--- config.mk ---
export PLATFORM = sky130hd
export DESIGN_NAME = instr_issue
export DESIGN_NICKNAME = d
export VERILOG_FILES = /design/src/rtl/instr_issue.sv
export SDC_FILE = /design/constraint.sdc
export NUM_CORES = 1
export LEC_CHECK = 0
export BUFFER_PORTS_ARGS = -buffer_cell sky130_fd_sc_hd__buf_4
export CAP_MARGIN = 20
export CORE_UTILIZATION = 44
export CTS_BUF_LIST = sky130_fd_sc_hd__clkbuf_16
export DETAILED_ROUTE_END_ITERATION = 10
export GPL_TIMING_DRIVEN = 1
export PLACE_DENSITY = 0.66
export SYNTH_ARGS = -nofsm -noshare
export SYNTH_HDL_FRONTEND = slang
export SYNTH_SLANG_ARGS = --single-unit
export TNS_END_PERCENT = 1
--- constraint.sdc ---
create_clock -name clk -period 8.1 [get_ports clk]
set_clock_uncertainty 0.1 [all_clocks]
set_input_delay 0.405 -clock clk [delete_from_list [all_inputs] [get_ports clk]]
set_output_delay 0.405 -clock clk [all_outputs]
set_load 0.1 [all_outputs]
--- src/rtl/instr_issue.sv ---
// instr_issue -- fetch-side issue buffer and IF/ID pipeline register.
//
// Accepts instruction words from fetch over a valid/ready handshake into a
// 2-entry FIFO and presents one instruction per cycle to decode. Empty cycles
// become NOP bubbles, stall holds IF/ID, and flush squashes everything. Once a
// halt (opcode 0) reaches IF/ID, fetch is closed until a flush or reset.
//
// Ports:
//   clk, rst_n                    clock, asynchronous active-low reset
//   fetch_valid/_instr/_pc        word offered by fetch
//   fetch_ready                   buffer can take a word this cycle (registered state only)
//   stall                         hold IF/ID
//   flush                         squash FIFO and IF/ID (wins over stall)
//   instr, opcode, validIns, pc   IF/ID contents; validIns=0 marks a bubble
//   pc_plus2                      pc + 2 (mod 2^16)
//   halted                        halt issued, fetch closed
module instr_issue #(
   parameter logic [15:0] NOP_INSTR = 16'h0800
) (
   input  logic        clk,
   input  logic        rst_n,
   input  logic        fetch_valid,
   input  logic [15:0] fetch_instr,
   input  logic [15:0] fetch_pc,
   output logic        fetch_ready,
   input  logic        stall,
   input  logic        flush,
   output logic [15:0] instr,
   output logic [4:0]  opcode,
   output logic        validIns,
   output logic [15:0] pc,
   output logic [15:0] pc_plus2,
   output logic        halted
);

   typedef enum logic {RUN, HALT_SEEN} state_t;

   state_t      state;
   logic [1:0]  count;
   logic        head;
   logic        tail;
   logic [15:0] memInstr [2];
   logic [15:0] memPc    [2];

   logic        transfer;
   logic        advance;
   logic        pop;
   logic        bypass;
   logic        push;
   logic        loadValid;
   logic [15:0] loadInstr;
   logic [15:0] loadPc;
   logic        haltLoad;

   always_comb begin
      fetch_ready = (count < 2'd2) && (state == RUN);
      transfer    = fetch_valid && fetch_ready;
      advance     = !stall && !flush;
      pop         = advance && (count != 2'd0);
      // Empty FIFO: an incoming word goes straight to IF/ID without a FIFO write.
      bypass      = advance && (count == 2'd0) && transfer;
      push        = transfer && !bypass && !flush;
      loadValid   = pop || bypass;
      loadInstr   = pop ? memInstr[head] : fetch_instr;
      loadPc      = pop ? memPc[head]    : fetch_pc;
      haltLoad    = loadValid && (loadInstr[15:11] == 5'b0_0000) && (state == RUN);
   end

   assign opcode   = instr[15:11];
   assign pc_plus2 = pc + 16'd2;
   assign halted   = (state == HALT_SEEN);

   // Storage array carries no reset; occupancy is tracked by count/head/tail.
   always_ff @(posedge clk) begin
      if (push && !haltLoad) begin
         memInstr[tail] <= fetch_instr;
         memPc[tail]    <= fetch_pc;
      end
   end

   always_ff @(posedge clk or negedge rst_n) begin
      if (!rst_n) begin
         state    <= RUN;
         count    <= '0;
         head     <= 1'b0;
         tail     <= 1'b0;
         instr    <= NOP_INSTR;
         validIns <= 1'b0;
         pc       <= '0;
      end else if (flush) begin
         // Flush also revives a wrong-path halt; pc is held like any bubble.
         state    <= RUN;
         count    <= '0;
         head     <= 1'b0;
         tail     <= 1'b0;
         instr    <= NOP_INSTR;
         validIns <= 1'b0;
      end else begin
         if (advance) begin
            if (loadValid) begin
               instr    <= loadInstr;
               pc       <= loadPc;
               validIns <= 1'b1;
            end else begin
               instr    <= NOP_INSTR;
               validIns <= 1'b0;
            end
         end
         if (haltLoad) begin
            // Words queued behind a halt are dropped; fetch closes next cycle.
            state <= HALT_SEEN;
            count <= '0;
            head  <= 1'b0;
            tail  <= 1'b0;
         end else begin
            if (push) tail <= ~tail;
            if (pop)  head <= ~head;
            count <= count + {1'b0, push} - {1'b0, pop};
         end
      end
   end

endmodule

==> summary.md <==
| Metric | Value |
|---|---|
| Status | `finished clean` |
| Grt met1 use | `23.6%` |
| Worst EP arrival | `2.75 ns` |
| R2r worst-path depth | `5` |
| Post-synthesis mux area share | `7.03%` |
| Synth Cell Area | `4560 µm²` |
| Crit Reg-Reg Endpoint | `memPc[1][2]` |
| CP required | `7.98 ns` |
| Post-Syn Area per Cell | `12.5 µm²` |
| GRT Overall Usage | `18.0%` |
| Routed length per instance | `16.1 µm` |
| Peak VDD IR | `177 µV` |
| Post-synth EDFFs | `64` |
| Comb pwr share | `37.9%` |
| Power Internal | `0.00101 W` |
| Layout cells sized above 1 | `28.7%` |
| GR peak layer | `met2` |
| Met2 Use GR | `30.2%` |
| Routing usage on met3 | `2.89%` |
| Via count | `3,076` |
| Max_slew headroom | `28.8%` |
| CTS tree | `done` |
| Reg-to-Reg Start | `head` |
| RSZ-0062 raised after global routing | `false` |
| Crit. End Element | `flip-flop` |
| Crit path launch | `head` |
| Ports | `93` |
| Chip height | `104 µm` |
| Die Wd | `104 µm` |
| Ant diodes | `0` |
| Min-delay worst type | `input port to flip-flop` |
| Worst Setup Path Type | `flip-flop to flip-flop` |
| Sw power | `0.000775 W` |
| HPWL Detailed | `6.09 mm` |
| Nets@finish | `485` |
| Row count | `36` |
| Seq/Total Area, Yosys | `63.1%` |
| Sequential power share | `36.5%` |
| Post-synthesis cell type count | `44` |
| Adder-Cell Fraction of Synth Area | `0.823%` |
| Fill count | `828` |
| TritonCTS Buffers | `9` |
| Pin count of the biggest net entering global routing | `39` |
| Clock Tree Buf Depth | `2` |
| Period utilization | `35.3%` |
| Worst setup endpoint | `memPc[1][2]` |
| Fmax | `349 MHz` |
| Final hold violations | `0` |
| Post-CTS sizing | `0` |
| Initial core utilization | `46.0%` |
| Core area | `9910 µm²` |
| XOR/XNOR Fraction of Synth Area | `3.27%` |
| Initial antenna violation count | `0` |
| Switching part of the total | `43.4%` |
| # clock sinks | `102` |
| Vias in the first global route | `3,026` |
| Synth Flop Type | `edfxtp_1` |
| Clk_lat worst skew | `0.34 ns` |
| Routed vias/inst | `5.28` |
| Final Setup Violations | `0` |
| DRT Wirelength | `9.39 mm` |
| PD cells | `317 nW/µm²` |
| Largest family of logic cells by synthesized area | `simple AND/OR/NAND/NOR gates` |
| Port-buffer cells | `92` |
| Maximum level of the CTS H-tree | `3` |
| Synthesized net count | `405` |
| Clock Pin Slew Worst Setup and Hold Paths | `0.07 ns` |
| Initial DRT Pass Iterations | `4` |
| Final Max Tran Viols | `0` |
| Worst-Margin Slew | `1.07 ns` |
| Post-synthesis simple-gate area fraction | `12.1%` |
| Final TNS setup | `0 ns` |
| Clk pwr share | `25.6%` |
| Synth Area in Compound Gates | `9.28%` |
| Tightest hold margin | `0.156 ns` |
| Area growth syn-to-layout | `23.9%` |
| Total gr overflow | `0` |
| Mapped Cells | `365` |
| Post-synthesis register bit count | `102` |
| Max FO, Critical Path | `37` |
| Die ar. | `10,800 µm²` |
| Post-CTS setup buffer count | `0` |
| Reg2reg setup slack | `5.24 ns` |
| Initial DRC count | `142` |
| Ys Warns | `0` |
| Global-route wire length before repair | `15.2 mm` |
| Root buf cell | `clkbuf_16` |
| Post-DRT Antenna Nets | `0` |
| GP Congestion | `0.727` |
| Lkg Pwr | `2.19 nW` |
| DR DRC count | `0` |
| Min Clock Period, post-route | `2.86 ns` |
| CP Launch Type | `flip-flop` |
| Maxcap violations | `0` |
| Most frequent cells in the layout | `buf_4, edfxtp_1, o21ai_0` |
| Commonest non-fill, non-tap cell in the layout | `buf_4` |
| Synth async-reset ratio | `37.3%` |
[worst max-delay path: stages, from the launching register on]
cell and delay, ns:
dfrtp_2 1.07, nor4_1 0.14, o22a_1 0.28, o211a_4 0.29
nor3b_4 0.19, buf_4 0.41
[flip-flops by register name, indices dropped and copies added, names as in the netlist, 2 cells and up]
signal	count
count	2
pc	16
memInstr	32
memPc	32
instr	16
[cell type report]
type                            instances  area, µm²  area share (%)
Inverter                                5       21.3           0.377
Timing Repair Buffer                   98        758            13.4
Sequential cell                       102       2880            50.9
Clock buffer                            9        225            3.99
Multi-Input combinational cell        229       1500            26.6
Tap cell                              133        166            2.95
Clock inverter                          7       96.3            1.71
[logic make-up (layout without fill, tap and decap cells)]
| family | after synthesis | after routing |
|---|---|---|
| xor gates and xnor gates | 17 | 17 |
| buffers and inverters | 34 | 119 |
| and+or+nand+nor | 104 | 104 |
| adders and majority gates | 3 | 3 |
| DFF | 102 | 102 |
| AOI/OAI and AO/OA | 73 | 73 |
| muxes | 32 | 32 |
[metal layers]
metal,up-vias,part of all wire [%]
li1,1482,-
met4,0,1.3
met2,68,50
met1,1516,45
met3,10,3.0
met5,-,0
[through the flow]
stage | instance area (µm²) | setup WS (ns) | utilization [%] | total power (W) | cells
floorplan | 4560 | 3.37 | - | 0.00120 | 365
global route | 5650 | 5.11 | 57.0 | 0.00185 | 583
finish | 5650 | 5.24 | 57.0 | 0.00179 | 583
detailed placement | 5310 | 5.24 | 53.6 | 0.00134 | 566
global placement | 5290 | 5.30 | 53.3 | 0.00134 | 565
CTS | 5650 | 5.23 | 57.0 | 0.00180 | 583
[power groups by stage]
stage               logic (W)  clock network, W  registers (W)
finish               0.000677          0.000458       0.000652
global route         0.000700          0.000487       0.000660
CTS                  0.000681          0.000467       0.000653
detailed placement   0.000680                 0       0.000663
global placement     0.000674                 0       0.000661
floorplan            0.000342                 0       0.000857
[synthesized netlist by cell type, types with 3 or more instances]
master	number	area share, %
edfxtp_1	64	42
o21ai_0	50	5.5
dfrtp_1	37	20
nand2_1	37	3.0
nand3_1	37	4.1
mux2i_1	32	7.0
buf_4	12	2.0
o21ai_1	12	1.3
xnor2_1	11	2.1
buf_2	8	0.88
xor2_1	6	1.2
clkbuf_1	5	0.41
nor2_1	5	0.41
inv_1	4	0.33
nor3_2	4	0.88
a21oi_1	3	0.33
and3_1	3	0.41
ha_1	3	0.82
nand4_1	3	0.41
[repair_timing]
item	in CTS	in global routing
hold buffers	1	0
hold endpoints to repair	37	0
endpoints found under the setup margin	0	0
[how the worst min path moves through the flow]
stage,startpoint,end,depth (start not counted)
2_1_floorplan,rst_n,count[0],0
3_3_place_gp,rst_n,pc[3],1
3_5_place_dp,rst_n,pc[4],1
4_1_cts,fetch_instr[10],memInstr[1][10],1
5_1_grt,fetch_pc[7],memPc[1][7],1
6_report,fetch_instr[10],memInstr[0][10],1
Power figures use the tool's default switching activity.
